File: config.mk
export PLATFORM = sky130hd
export DESIGN_NAME = bus_arbiter
export DESIGN_NICKNAME = d
export VERILOG_FILES = /design/src/rtl/bus_arbiter_pkg.sv /design/src/rtl/bus_wdog.sv /design/src/rtl/bus_arbiter.sv
export SDC_FILE = /design/constraint.sdc
export NUM_CORES = 1
export LEC_CHECK = 0
export CAP_MARGIN = 30
export CORE_UTILIZATION = 46
export DETAILED_ROUTE_END_ITERATION = 12
export GPL_TIMING_DRIVEN = 0
export PLACE_DENSITY = 0.83
export SLEW_MARGIN = 20
export SYNTH_ARGS = -nofsm -noshare
export SYNTH_HDL_FRONTEND = slang
export SYNTH_HIERARCHICAL = 1
export SYNTH_SLANG_ARGS = --single-unit
File: constraint.sdc
create_clock -name clk -period 4.28 [get_ports clk]
set_input_delay 0.856 -clock clk [delete_from_list [all_inputs] [get_ports clk]]
set_output_delay 0.856 -clock clk [all_outputs]
set_load 0.1 [all_outputs]
File: src/rtl/bus_arbiter_pkg.sv
// Shared definitions for the bus arbiter slice.
//   - ChipEnable/WriteEnable style control constants
//   - bus data width, byte-select width and default timeout
//   - FSM state encoding and last-grant flag encoding
package bus_arbiter_pkg;

  localparam logic ChipEnable   = 1'b1;
  localparam logic ChipDisable  = 1'b0;
  localparam logic WriteEnable  = 1'b1;
  localparam logic WriteDisable = 1'b0;

  localparam int BUS_W       = 32;
  localparam int SEL_W       = 4;
  localparam int TIMEOUT_DEF = 255;

  typedef enum logic [2:0] {
    ST_IDLE     = 3'd0,
    ST_MEM_XFER = 3'd1,
    ST_IF_XFER  = 3'd2,
    ST_MEM_DONE = 3'd3,
    ST_IF_DONE  = 3'd4
  } arb_state_e;

  typedef enum logic {
    GRANT_IF  = 1'b0,
    GRANT_MEM = 1'b1
  } grant_e;

endpackage

File: src/rtl/bus_wdog.sv
// Bus transfer watchdog.
//   clk       : clock
//   rst       : asynchronous active-low reset
//   clear_i   : hold the count at zero (asserted while no transfer is running)
//   enable_i  : count one more cycle without acknowledge
//   expired_o : this enabled cycle is the TIMEOUT-th one without acknowledge
module bus_wdog
  import bus_arbiter_pkg::*;
#(
  parameter int TIMEOUT = TIMEOUT_DEF
) (
  input  logic clk,
  input  logic rst,
  input  logic clear_i,
  input  logic enable_i,
  output logic expired_o
);

  localparam int            CW   = $clog2(TIMEOUT + 1);
  localparam logic [CW-1:0] LAST = CW'(TIMEOUT - 1);
  localparam logic [CW-1:0] TOP  = CW'(TIMEOUT);

  logic [CW-1:0] cnt_q, cnt_d;

  // The count equals the number of un-acked cycles already seen, so the
  // cycle that finds LAST in the register is the TIMEOUT-th one.
  assign expired_o = enable_i && (cnt_q == LAST);

  always_comb begin
    cnt_d = cnt_q;
    if (clear_i) begin
      cnt_d = '0;
    end else if (enable_i && (cnt_q < TOP)) begin
      cnt_d = cnt_q + CW'(1);
    end
  end

  always_ff @(posedge clk or negedge rst) begin
    if (!rst) begin
      cnt_q <= '0;
    end else begin
      cnt_q <= cnt_d;
    end
  end

endmodule

File: src/rtl/bus_arbiter.sv
// Single-port bus arbiter between instruction fetch (IF) and MEM stage.
//   if_*      : fetch read request, fetched word, fetch stall
//   mem_*     : load/store request, load data, MEM stall
//   bus_*     : shared bus master outputs, slave ack/read data
//   flush_i   : pipeline flush; blocks a new grant while in IDLE only
//   bus_err_o : one-cycle pulse when a transfer times out
//   dbg_state_o : current FSM state (arb_state_e encoding)
// Handshake: a transfer is offered by holding bus_req_o high with constant
// we/sel/addr/wdata; it completes on the first rising edge where bus_ack_i
// is high, and bus_rdata_i is taken on that same edge.
module bus_arbiter
  import bus_arbiter_pkg::*;
#(
  parameter int TIMEOUT = TIMEOUT_DEF
) (
  input  logic             clk,
  input  logic             rst,
  input  logic             if_ce_i,
  input  logic [BUS_W-1:0] if_addr_i,
  output logic [BUS_W-1:0] if_data_o,
  output logic             stallreq_if_o,
  input  logic             mem_ce_i,
  input  logic             mem_we_i,
  input  logic [SEL_W-1:0] mem_sel_i,
  input  logic [BUS_W-1:0] mem_addr_i,
  input  logic [BUS_W-1:0] mem_data_i,
  output logic [BUS_W-1:0] mem_data_o,
  output logic             stallreq_mem_o,
  output logic             bus_req_o,
  output logic             bus_we_o,
  output logic [SEL_W-1:0] bus_sel_o,
  output logic [BUS_W-1:0] bus_addr_o,
  output logic [BUS_W-1:0] bus_wdata_o,
  input  logic             bus_ack_i,
  input  logic [BUS_W-1:0] bus_rdata_i,
  input  logic             flush_i,
  output logic             bus_err_o,
  output logic [2:0]       dbg_state_o
);

  arb_state_e       state_q, state_d;
  grant_e           last_q, last_d;
  logic             req_q, req_d;
  logic             we_q, we_d;
  logic [SEL_W-1:0] sel_q, sel_d;
  logic [BUS_W-1:0] addr_q, addr_d;
  logic [BUS_W-1:0] wdata_q, wdata_d;
  logic [BUS_W-1:0] if_data_q, if_data_d;
  logic [BUS_W-1:0] mem_data_q, mem_data_d;
  logic             err_q, err_d;
  logic             in_xfer, expired;

  assign in_xfer = (state_q == ST_MEM_XFER) || (state_q == ST_IF_XFER);

  bus_wdog #(.TIMEOUT(TIMEOUT)) u_wdog (
    .clk       (clk),
    .rst       (rst),
    .clear_i   (state_q == ST_IDLE),
    .enable_i  (in_xfer && !bus_ack_i),
    .expired_o (expired)
  );

  always_comb begin
    state_d    = state_q;
    last_d     = last_q;
    req_d      = req_q;
    we_d       = we_q;
    sel_d      = sel_q;
    addr_d     = addr_q;
    wdata_d    = wdata_q;
    if_data_d  = if_data_q;
    mem_data_d = mem_data_q;
    err_d      = 1'b0;
    case (state_q)
      ST_IDLE: begin
        if (!flush_i) begin
          // MEM wins unless it was served last and a fetch is waiting.
          if ((mem_ce_i == ChipEnable) &&
              !((if_ce_i == ChipEnable) && (last_q == GRANT_MEM))) begin
            state_d = ST_MEM_XFER;
            last_d  = GRANT_MEM;
            req_d   = ChipEnable;
            we_d    = mem_we_i;
            sel_d   = mem_sel_i;
            addr_d  = mem_addr_i;
            wdata_d = mem_data_i;
          end else if (if_ce_i == ChipEnable) begin
            state_d = ST_IF_XFER;
            last_d  = GRANT_IF;
            req_d   = ChipEnable;
            we_d    = WriteDisable;
            sel_d   = '1;
            addr_d  = if_addr_i;
            wdata_d = '0;
          end
        end
      end
      ST_MEM_XFER: begin
        // Ack has precedence over a timeout landing on the same cycle.
        if (bus_ack_i) begin
          mem_data_d = bus_rdata_i;
          req_d      = ChipDisable;
          state_d    = ST_MEM_DONE;
        end else if (expired) begin
          mem_data_d = '0;
          req_d      = ChipDisable;
          err_d      = 1'b1;
          state_d    = ST_MEM_DONE;
        end
      end
      ST_IF_XFER: begin
        if (bus_ack_i) begin
          if_data_d = bus_rdata_i;
          req_d     = ChipDisable;
          state_d   = ST_IF_DONE;
        end else if (expired) begin
          if_data_d = '0;
          req_d     = ChipDisable;
          err_d     = 1'b1;
          state_d   = ST_IF_DONE;
        end
      end
      ST_MEM_DONE: state_d = ST_IDLE;
      ST_IF_DONE:  state_d = ST_IDLE;
      default:     state_d = ST_IDLE;
    endcase
  end

  always_ff @(posedge clk or negedge rst) begin
    if (!rst) begin
      state_q    <= ST_IDLE;
      last_q     <= GRANT_IF;
      req_q      <= 1'b0;
      we_q       <= 1'b0;
      sel_q      <= '0;
      addr_q     <= '0;
      wdata_q    <= '0;
      if_data_q  <= '0;
      mem_data_q <= '0;
      err_q      <= 1'b0;
    end else begin
      state_q    <= state_d;
      last_q     <= last_d;
      req_q      <= req_d;
      we_q       <= we_d;
      sel_q      <= sel_d;
      addr_q     <= addr_d;
      wdata_q    <= wdata_d;
      if_data_q  <= if_data_d;
      mem_data_q <= mem_data_d;
      err_q      <= err_d;
    end
  end

  assign bus_req_o      = req_q;
  assign bus_we_o       = we_q;
  assign bus_sel_o      = sel_q;
  assign bus_addr_o     = addr_q;
  assign bus_wdata_o    = wdata_q;
  assign if_data_o      = if_data_q;
  assign mem_data_o     = mem_data_q;
  assign bus_err_o      = err_q;
  assign dbg_state_o    = state_q;
  assign stallreq_mem_o = mem_ce_i && (state_q != ST_MEM_DONE);
  assign stallreq_if_o  = if_ce_i && (state_q != ST_IF_DONE);

endmodule

======== Yosys cells after proc, flatten, opt, wreduce, memory -nomap -nowiden ========
Index checks and enable logic that the tools add are counted.
storage, ports and cells
  register bits ........................... 147
  input bits .............................. 139
  output and inout bits ................... 140
operators by class
  $add $sub $neg .......................... 1
  $lt $le $gt $ge ......................... 1
  equal/unequal tests ..................... 10
  multiplexer cells ....................... 30
  bitwise logic cells ..................... 1
  reductions and logical operators ........ 21
operator list
  cell                 number
  $mux 32              6
  $mux 3               7
  $mux 8               2
  $ne 3x3->1 const B   4
  $mux 1               11
  $pmux 3 s3           1
  $add 8x1->8 const B  1
  $eq 8x8->1 const B   1
  $lt 8x8->1 const B   1
  $mux 4               2
  $reduce_and 4->1     2
  $reduce_bool 2->1    4
  $logic_and 1x1->1    7
  $reduce_and 2->1     2
  $eq 3x1->1 const B   1
  $eq 3x2->1 const B   1
  $logic_not 3->1      1
  $ne 3x1->1 const B   1
  $ne 3x2->1 const B   1
  $reduce_and 3->1     1
  $logic_not 1->1      2
  $ne 2x2->1 const B   1
  $pmux 1 s2           1
  $reduce_or 2->1      1
  other kinds (2)      2

======== Longest topological paths before layout ========
Gate-level depths: netlist of the first run.
  depth in word-level cells ............... 7
  gate-level depth with buffers ........... 9
  depth with buffers taken out ............ 7

======== Modules after synthesis ========
Netlist of the first run, hierarchy kept.
modules (own cells, without submodules)
  module       instances  cells each  area an instance (um2)  seq. area each (um2)
  bus_arbiter  1          434         6145.9                  3478.3
  bus_wdog     1          50          479.2                   200.2

======== Worst setup path after synthesis of the first run ========
OpenSTA, ideal clock, no wires.
  kind .................................... reg-to-output
  start point ............................. register state_q[1] (netlist: dbg_state_o[1])
  end point ............................... output port stallreq_if_o
  arrival time ............................ 3477 ps
  required time ........................... 3424 ps
  slack ................................... -53 ps
  cell stages (with the launch flop) ...... 4
  cells stage by stage .................... dfrtp_1 buf_2 nor2_1 a21boi_0
on the way
  cells in the longest elaborated chain, start to end .. 2
ends and longest elaborated chain
  element                 RTL line            text
  start, declared         bus_arbiter.sv:41   arb_state_e state_q, state_d;
  start signal, assigned  bus_arbiter.sv:142  state_q <= state_d;
  $ne 3x3->1              bus_arbiter.sv:165  assign stallreq_if_o = if_ce_i && (state_q != ST_IF_DONE);
  $logic_and 1x1->1       bus_arbiter.sv:165
  end, declared           bus_arbiter.sv:21   output logic stallreq_if_o,
No other way between the ends.

======== Final worst setup path of the first run ========
  start point ............................. input port if_ce_i
  end point ............................... output port stallreq_if_o
on the way
  cells in the longest elaborated chain, start to end .. 1
ends and longest elaborated chain
  element            RTL line            text
  start, declared    bus_arbiter.sv:18   input logic if_ce_i,
  $logic_and 1x1->1  bus_arbiter.sv:165
No other way between the ends.

==> key figures, run 1 <==
Outcome
  – Run status: finished clean

Placement
  – IO buf count: 278
  – RePlAce Congestion: 0.848
  – HPWL after DPL: 12.9 mm
  – Pre-CTS setup slack: 0.542 ns

Worst setup path
  – Crit path max fanout: 5
  – R2R setup slack: 1.24 ns
  – Crit path launch: if_ce_i
  – Critical R2R Launch: dbg_state_o[1]
  – Most frequent CP cell: clkdlybuf4s50_1
  – FF-to-FF End: mem_data_o[18]
  – Setup CP Type: in -> out
  – CP required: 3.42 ns
  – Reg2reg path depth: 9
  – Max incr delay on CP: 1.20 ns
  – CP max-delay cell: clkdlybuf4s50_1
  – Critical path, cell by cell: clkdlybuf4s50_1 > a21boi_1 > clkdlybuf4s50_1
  – CP arrival: 2.91 ns
  – CP endpoint kind: output port
  – Critical Path Sink: stallreq_if_o
  – Startpoint Class: primary input

Clocking
  – Clk pin slew, worst setup/hold paths: 0.06 ns
  – CTS tree: built
  – Worst-Skew Late Latency: 0.42 ns
  – Root buf cell: clkbuf_16
  – Post-CTS setup buffer count: 0
  – CTS buffer count: 17
  – H-tree levels: 4
  – Clk buf depth: 2
  – Resized Gates After CTS: 0
  – Clk sinks: 147
  – Hold_buf cts: 0

Die
  – DIE AREA: 14900 sq um
  – Ports: 279
  – Chip width: 122 microns
  – Die Y: 122 microns
  – Core ar.: 14000 sq um
  – Core Rows: 43
  – Initial Utilization: 47.4%

STA
  – Min Hold Slack: 0.386 ns
  – RSZ-0062 raised after global routing: false
  – Post-route clock period utilization: 88.0%
  – Least-Margin Pin Slew: 1.04 ns
  – F_max: 0.266 GHz
  – Slew Limit Fails: 0
  – Final setup viols: 0
  – Clock skew: 0.00741 ns
  – Slew headroom: 30.6%
  – PnR worst setup slack: 0.514 ns
  – Min Tclk post-route: 3.77 ns
  – Final Hold Fails: 0

Layout
  – Layout area overhead: 54.1%
  – Share of cells above drive strength 1: 16.9%
  – # fillers: 966
  – Nets: 923
  – # diodes: 0

Routing
  – DR vias/cell: 5.27
  – Wire length per cell: 18.5 microns
  – Via count: 5143
  – Total routed wirelength: 18.0 mm
  – DRC violations left: 0
  – Initial DRC count: 234
  – Number of antenna-violating nets in the routed design: 0
  – Pre-antenna DRT Iters: 5

Synthesis
  – Area contributors post-synth: dfrtp_1, mux2_4, a22o_1
  – Post-synth EDFFs: 0
  – Synth top cells by count: dfrtp_1, mux2_4, a22o_1
  – Syn Nets: 625
  – Asr flop ratio synth: 100%
  – Post-synthesis sequential area ratio: 55.5%
  – Syn_area_per_cell: 13.7 sq um
  – Synthesized flop and latch total: 147
  – Synth area leader: dfrtp_1
  – Mapped Area: 6630 sq um
  – Synthesized instance count: 484
  – Yosys Warn Count: 6
  – Synth unique cells: 44
  – Most frequent cell after synthesis: dfrtp_1
  – Ys flop type: dfrtp_1
  – Top cell type's share of synthesized area: 55.5%

Global route
  – Antenna violations before repair: 0
  – Largest net degree at the start of global routing: 78
  – All-layer global routing usage: 25.1%
  – Total gr overflow: 0
  – Global-route wire length before repair: 28.4 mm
  – Number of global-route vias before repair: 5458

Min path
  – Worst hold path type: in -> async

Job
  – Maxcap violations: 0
## per-layer routing
metal | up-vias | track usage (%) | routed length [microns]
met2 | 232 | 42.6 | 9270
met4 | 0 | 11.0 | 437
met5 | - | 0 | 0
met1 | 2564 | 30.2 | 7090
li1 | 2314 | - | -
met3 | 33 | 6.09 | 1220
## registers in the layout, indices dropped and copies added, names as in the netlist
signal / count
bus_wdata_o: 32
dbg_state_o: 3
u_wdog/cnt_q: 8
bus_addr_o: 32
mem_data_o: 32
bus_err_o: 1
last_q: 1
bus_sel_o: 4
bus_we_o: 1
if_data_o: 32
bus_req_o: 1
## layout by cell type (no fill, tap or decap), types with 3 or more instances in the layout
cell type,count
a22o_1,64
clkinv_2,4
nand2_1,38
mux2i_1,33
clkdlybuf4s50_1,277
nor3_1,6
buf_12,5
mux2_2,6
inv_1,39
clkbuf_16,17
a31oi_1,3
nand2b_1,5
dfrtp_1,147
a211oi_1,3
clkbuf_1,9
mux2_4,65
buf_4,3
clkinvlp_4,5
buf_6,9
nand3_1,3
buf_2,7
nor2_1,7
o21a_1,3
## stage by stage
stage          util (%)  area [sq um]  TNS, ns  std cells
6_report           73.0         10200        0        975
5_1_grt            73.0         10200        0        975
4_1_cts            73.0         10200        0        975
3_5_place_dp       69.1          9670        0        943
3_3_place_gp       68.9          9630  -478.37        942
2_1_floorplan         -          6630        0        484
## final cells by class
class / instances / area, sq um / share of cell area [%]
Clock buffer: 20 / 457 / 4.47
Sequential cell: 147 / 3680 / 36.0
Clock inverter: 12 / 83.8 / 0.821
Inverter: 39 / 146 / 1.43
Buffer: 33 / 293 / 2.87
Tap cell: 180 / 225 / 2.21
Multi-Input combinational cell: 265 / 2510 / 24.6
Timing Repair Buffer: 279 / 2820 / 27.6
## worst min path at each step
stage / start / to / slack [ns]
2_1_floorplan: u_wdog/cnt_q[4] / u_wdog/cnt_q[4] / 0.52
3_3_place_gp: if_data_o[22] / if_data_o[22] / 0.48
3_5_place_dp: mem_data_o[16] / mem_data_o[16] / 0.48
4_1_cts: rst / bus_addr_o[1] / 0.41
5_1_grt: rst / bus_addr_o[1] / 0.43
6_report: rst / bus_addr_o[1] / 0.39
## critical path, delay by kind of cell
kind | cells | cell delay (ns)
AOI/OAI and AO/OA | 1 | 0.23
buffers and inverters | 2 | 1.82
## kinds of logic after synthesis
group           after synthesis  share of synthesized area (%)
compound gates               85                           11.1
xor+xnor                      1                          0.132
fa+ha+maj                     2                          0.378
buf+inv                      72                           6.63
flops                       147                           55.5
mux                         104                           20.7
simple gates                 73                           5.46
Power of run 1 is left out: the tool's default activity adds up to more than one toggle a clock period on the data nets, which glitch-free logic cannot reach.
==> run 2: changes to the inputs <==
- PLACE_DENSITY: 0.83 -> 0.86
==> run 2 against run 1 <==
Fmax rose by 2.6%. Setup slack improved by 0.096 ns. Register-to-register slack got worse by 0.06 ns. Routed wire length up 2.5%. Final cell count unchanged. Die area unchanged. Global-route usage grew 0.15 points. Via count increased by 0.68%. Clock skew barely moved. Worst hold slack worse by 0.075 ns. Sequential share of layout area decreased by 0.10 points. Largest cell class unchanged.
==> key figures, run 2 (same netlist as run 1, synthesis figures left out) <==
Layout
  – Share of cells above drive strength 1: 17.0%
  – Most common cell after layout, fill and taps aside: clkdlybuf4s50_1
  – # diodes: 0
  – Layout area overhead: 54.5%
  – FF/Latch Area: 3680 sq um
  – # fillers: 952
  – Multi-input gate area: 2510 sq um
  – Finished Core Util: 73.2%
  – Final std cells w/o fill: 975
  – Commonest cells after routing, fill and taps aside: clkdlybuf4s50_1, dfrtp_1, mux2_4
  – Nets: 923

Worst setup path
  – CP required: 3.42 ns
  – R2R setup slack: 1.18 ns
  – CP arrival: 2.81 ns
  – Max incr delay on CP: 1.15 ns
  – Startpoint Class: primary input
  – CP endpoint kind: output port
  – Crit path launch: if_ce_i
  – Reg2reg path depth: 9
  – FF-to-FF End: mem_data_o[26]
  – Critical path, cell by cell: clkdlybuf4s50_1 > a21boi_1 > clkdlybuf4s50_1
  – Levels on crit path: 3
  – Most frequent CP cell: clkdlybuf4s50_1
  – Critical Path Sink: stallreq_if_o
  – Critical R2R Launch: dbg_state_o[1]
  – Setup CP Type: in -> out
  – Top delay family on crit path: buffers and inverters
  – WP buf/inv: 2
  – Crit path max fanout: 5
  – CP max-delay cell: clkdlybuf4s50_1

Die
  – Initial Utilization: 47.4%
  – Ports: 279
  – Core Rows: 43
  – Core ar.: 14000 sq um
  – Chip width: 122 microns
  – DIE AREA: 14900 sq um
  – Die Y: 122 microns

Routing
  – Initial DRC count: 226
  – Total routed wirelength: 18.5 mm
  – Pre-antenna DRT Iters: 4
  – DRC violations left: 0
  – Number of antenna-violating nets in the routed design: 0
  – Wire length per cell: 18.9 microns
  – Via count: 5178
  – DR vias/cell: 5.31

Global route
  – Antenna violations before repair: 0
  – Total gr overflow: 0
  – Number of global-route vias before repair: 5535
  – Largest net degree at the start of global routing: 107
  – All-layer global routing usage: 25.3%
  – Global-route wire length before repair: 28.7 mm

STA
  – RSZ-0062 raised after global routing: false
  – Final Hold Fails: 0
  – Final setup viols: 0
  – Setup TNS: 0 ns
  – Min Tclk post-route: 3.67 ns
  – Slew headroom: 31.2%
  – PnR worst setup slack: 0.610 ns
  – Slew Limit Fails: 0
  – Least-Margin Pin Slew: 1.03 ns
  – F_max: 0.272 GHz
  – Post-route clock period utilization: 85.7%
  – Clock skew: 0.00699 ns

Placement
  – HPWL after DPL: 13.3 mm
  – RePlAce Congestion: 0.820
  – IO buf count: 278
  – Dpl cells: 943
  – Pre-CTS setup slack: 0.605 ns

Clocking
  – Clk sinks: 147
  – Clk buf depth: 2
  – H-tree levels: 4
  – Worst-Skew Late Latency: 0.42 ns
  – Post-CTS setup buffer count: 0
  – CTS buffer count: 17
  – Resized Gates After CTS: 0
  – Clk pin slew, worst setup/hold paths: 0.07 ns
  – Hold_buf cts: 0
  – CTS tree: built
  – Root buf cell: clkbuf_16

Outcome
  – Run status: finished clean

Job
  – Maxcap violations: 0

Min path
  – Worst hold path type: in -> async
-- run 2: changes by cell type in the layout (fill, tap and decap cells not counted) --
cell | previous run | this run
clkinvlp_4 | 5 | 2
clkbuf_1 | 9 | 8
clkinv_2 | 4 | 0
inv_8 | 0 | 2
inv_6 | 1 | 4
clkinv_4 | 2 | 5
-- run 2: area by class of cell --
type,instances,area share (%)
multi-input cells,265,24.5
plain buffers,33,2.86
flip-flops and latches,147,35.9
clock buffers,19,4.43
well taps,180,2.20
inverters,39,1.43
clock inverters,13,1.14
repair buffers,279,27.5
-- run 2: metal layers --
metal,track usage [%],part of all wire [%]
met1,30.0,40
met2,42.8,51
met3,6.27,6.5
met4,12.0,2.9
met5,0,0
-- run 2: worst min-delay path by stage --
stage	from	endpoint	slack (ns)
finish	rst	if_data_o[4]	0.31
global route	rst	if_data_o[4]	0.32
CTS	rst	mem_data_o[8]	0.31
detailed placement	if_data_o[4]	if_data_o[4]	0.48
global placement	mem_data_o[10]	mem_data_o[10]	0.48
floorplan	u_wdog/cnt_q[4]	u_wdog/cnt_q[4]	0.52
-- run 2: stage by stage --
step,hold WS [ns],instance area (sq um)
detailed placement,0.480,9670
CTS,0.305,10200
global route,0.324,10200
global placement,0.483,9630
finish,0.311,10200
floorplan,0.517,6630
Power of run 2 is left out for the same reason.
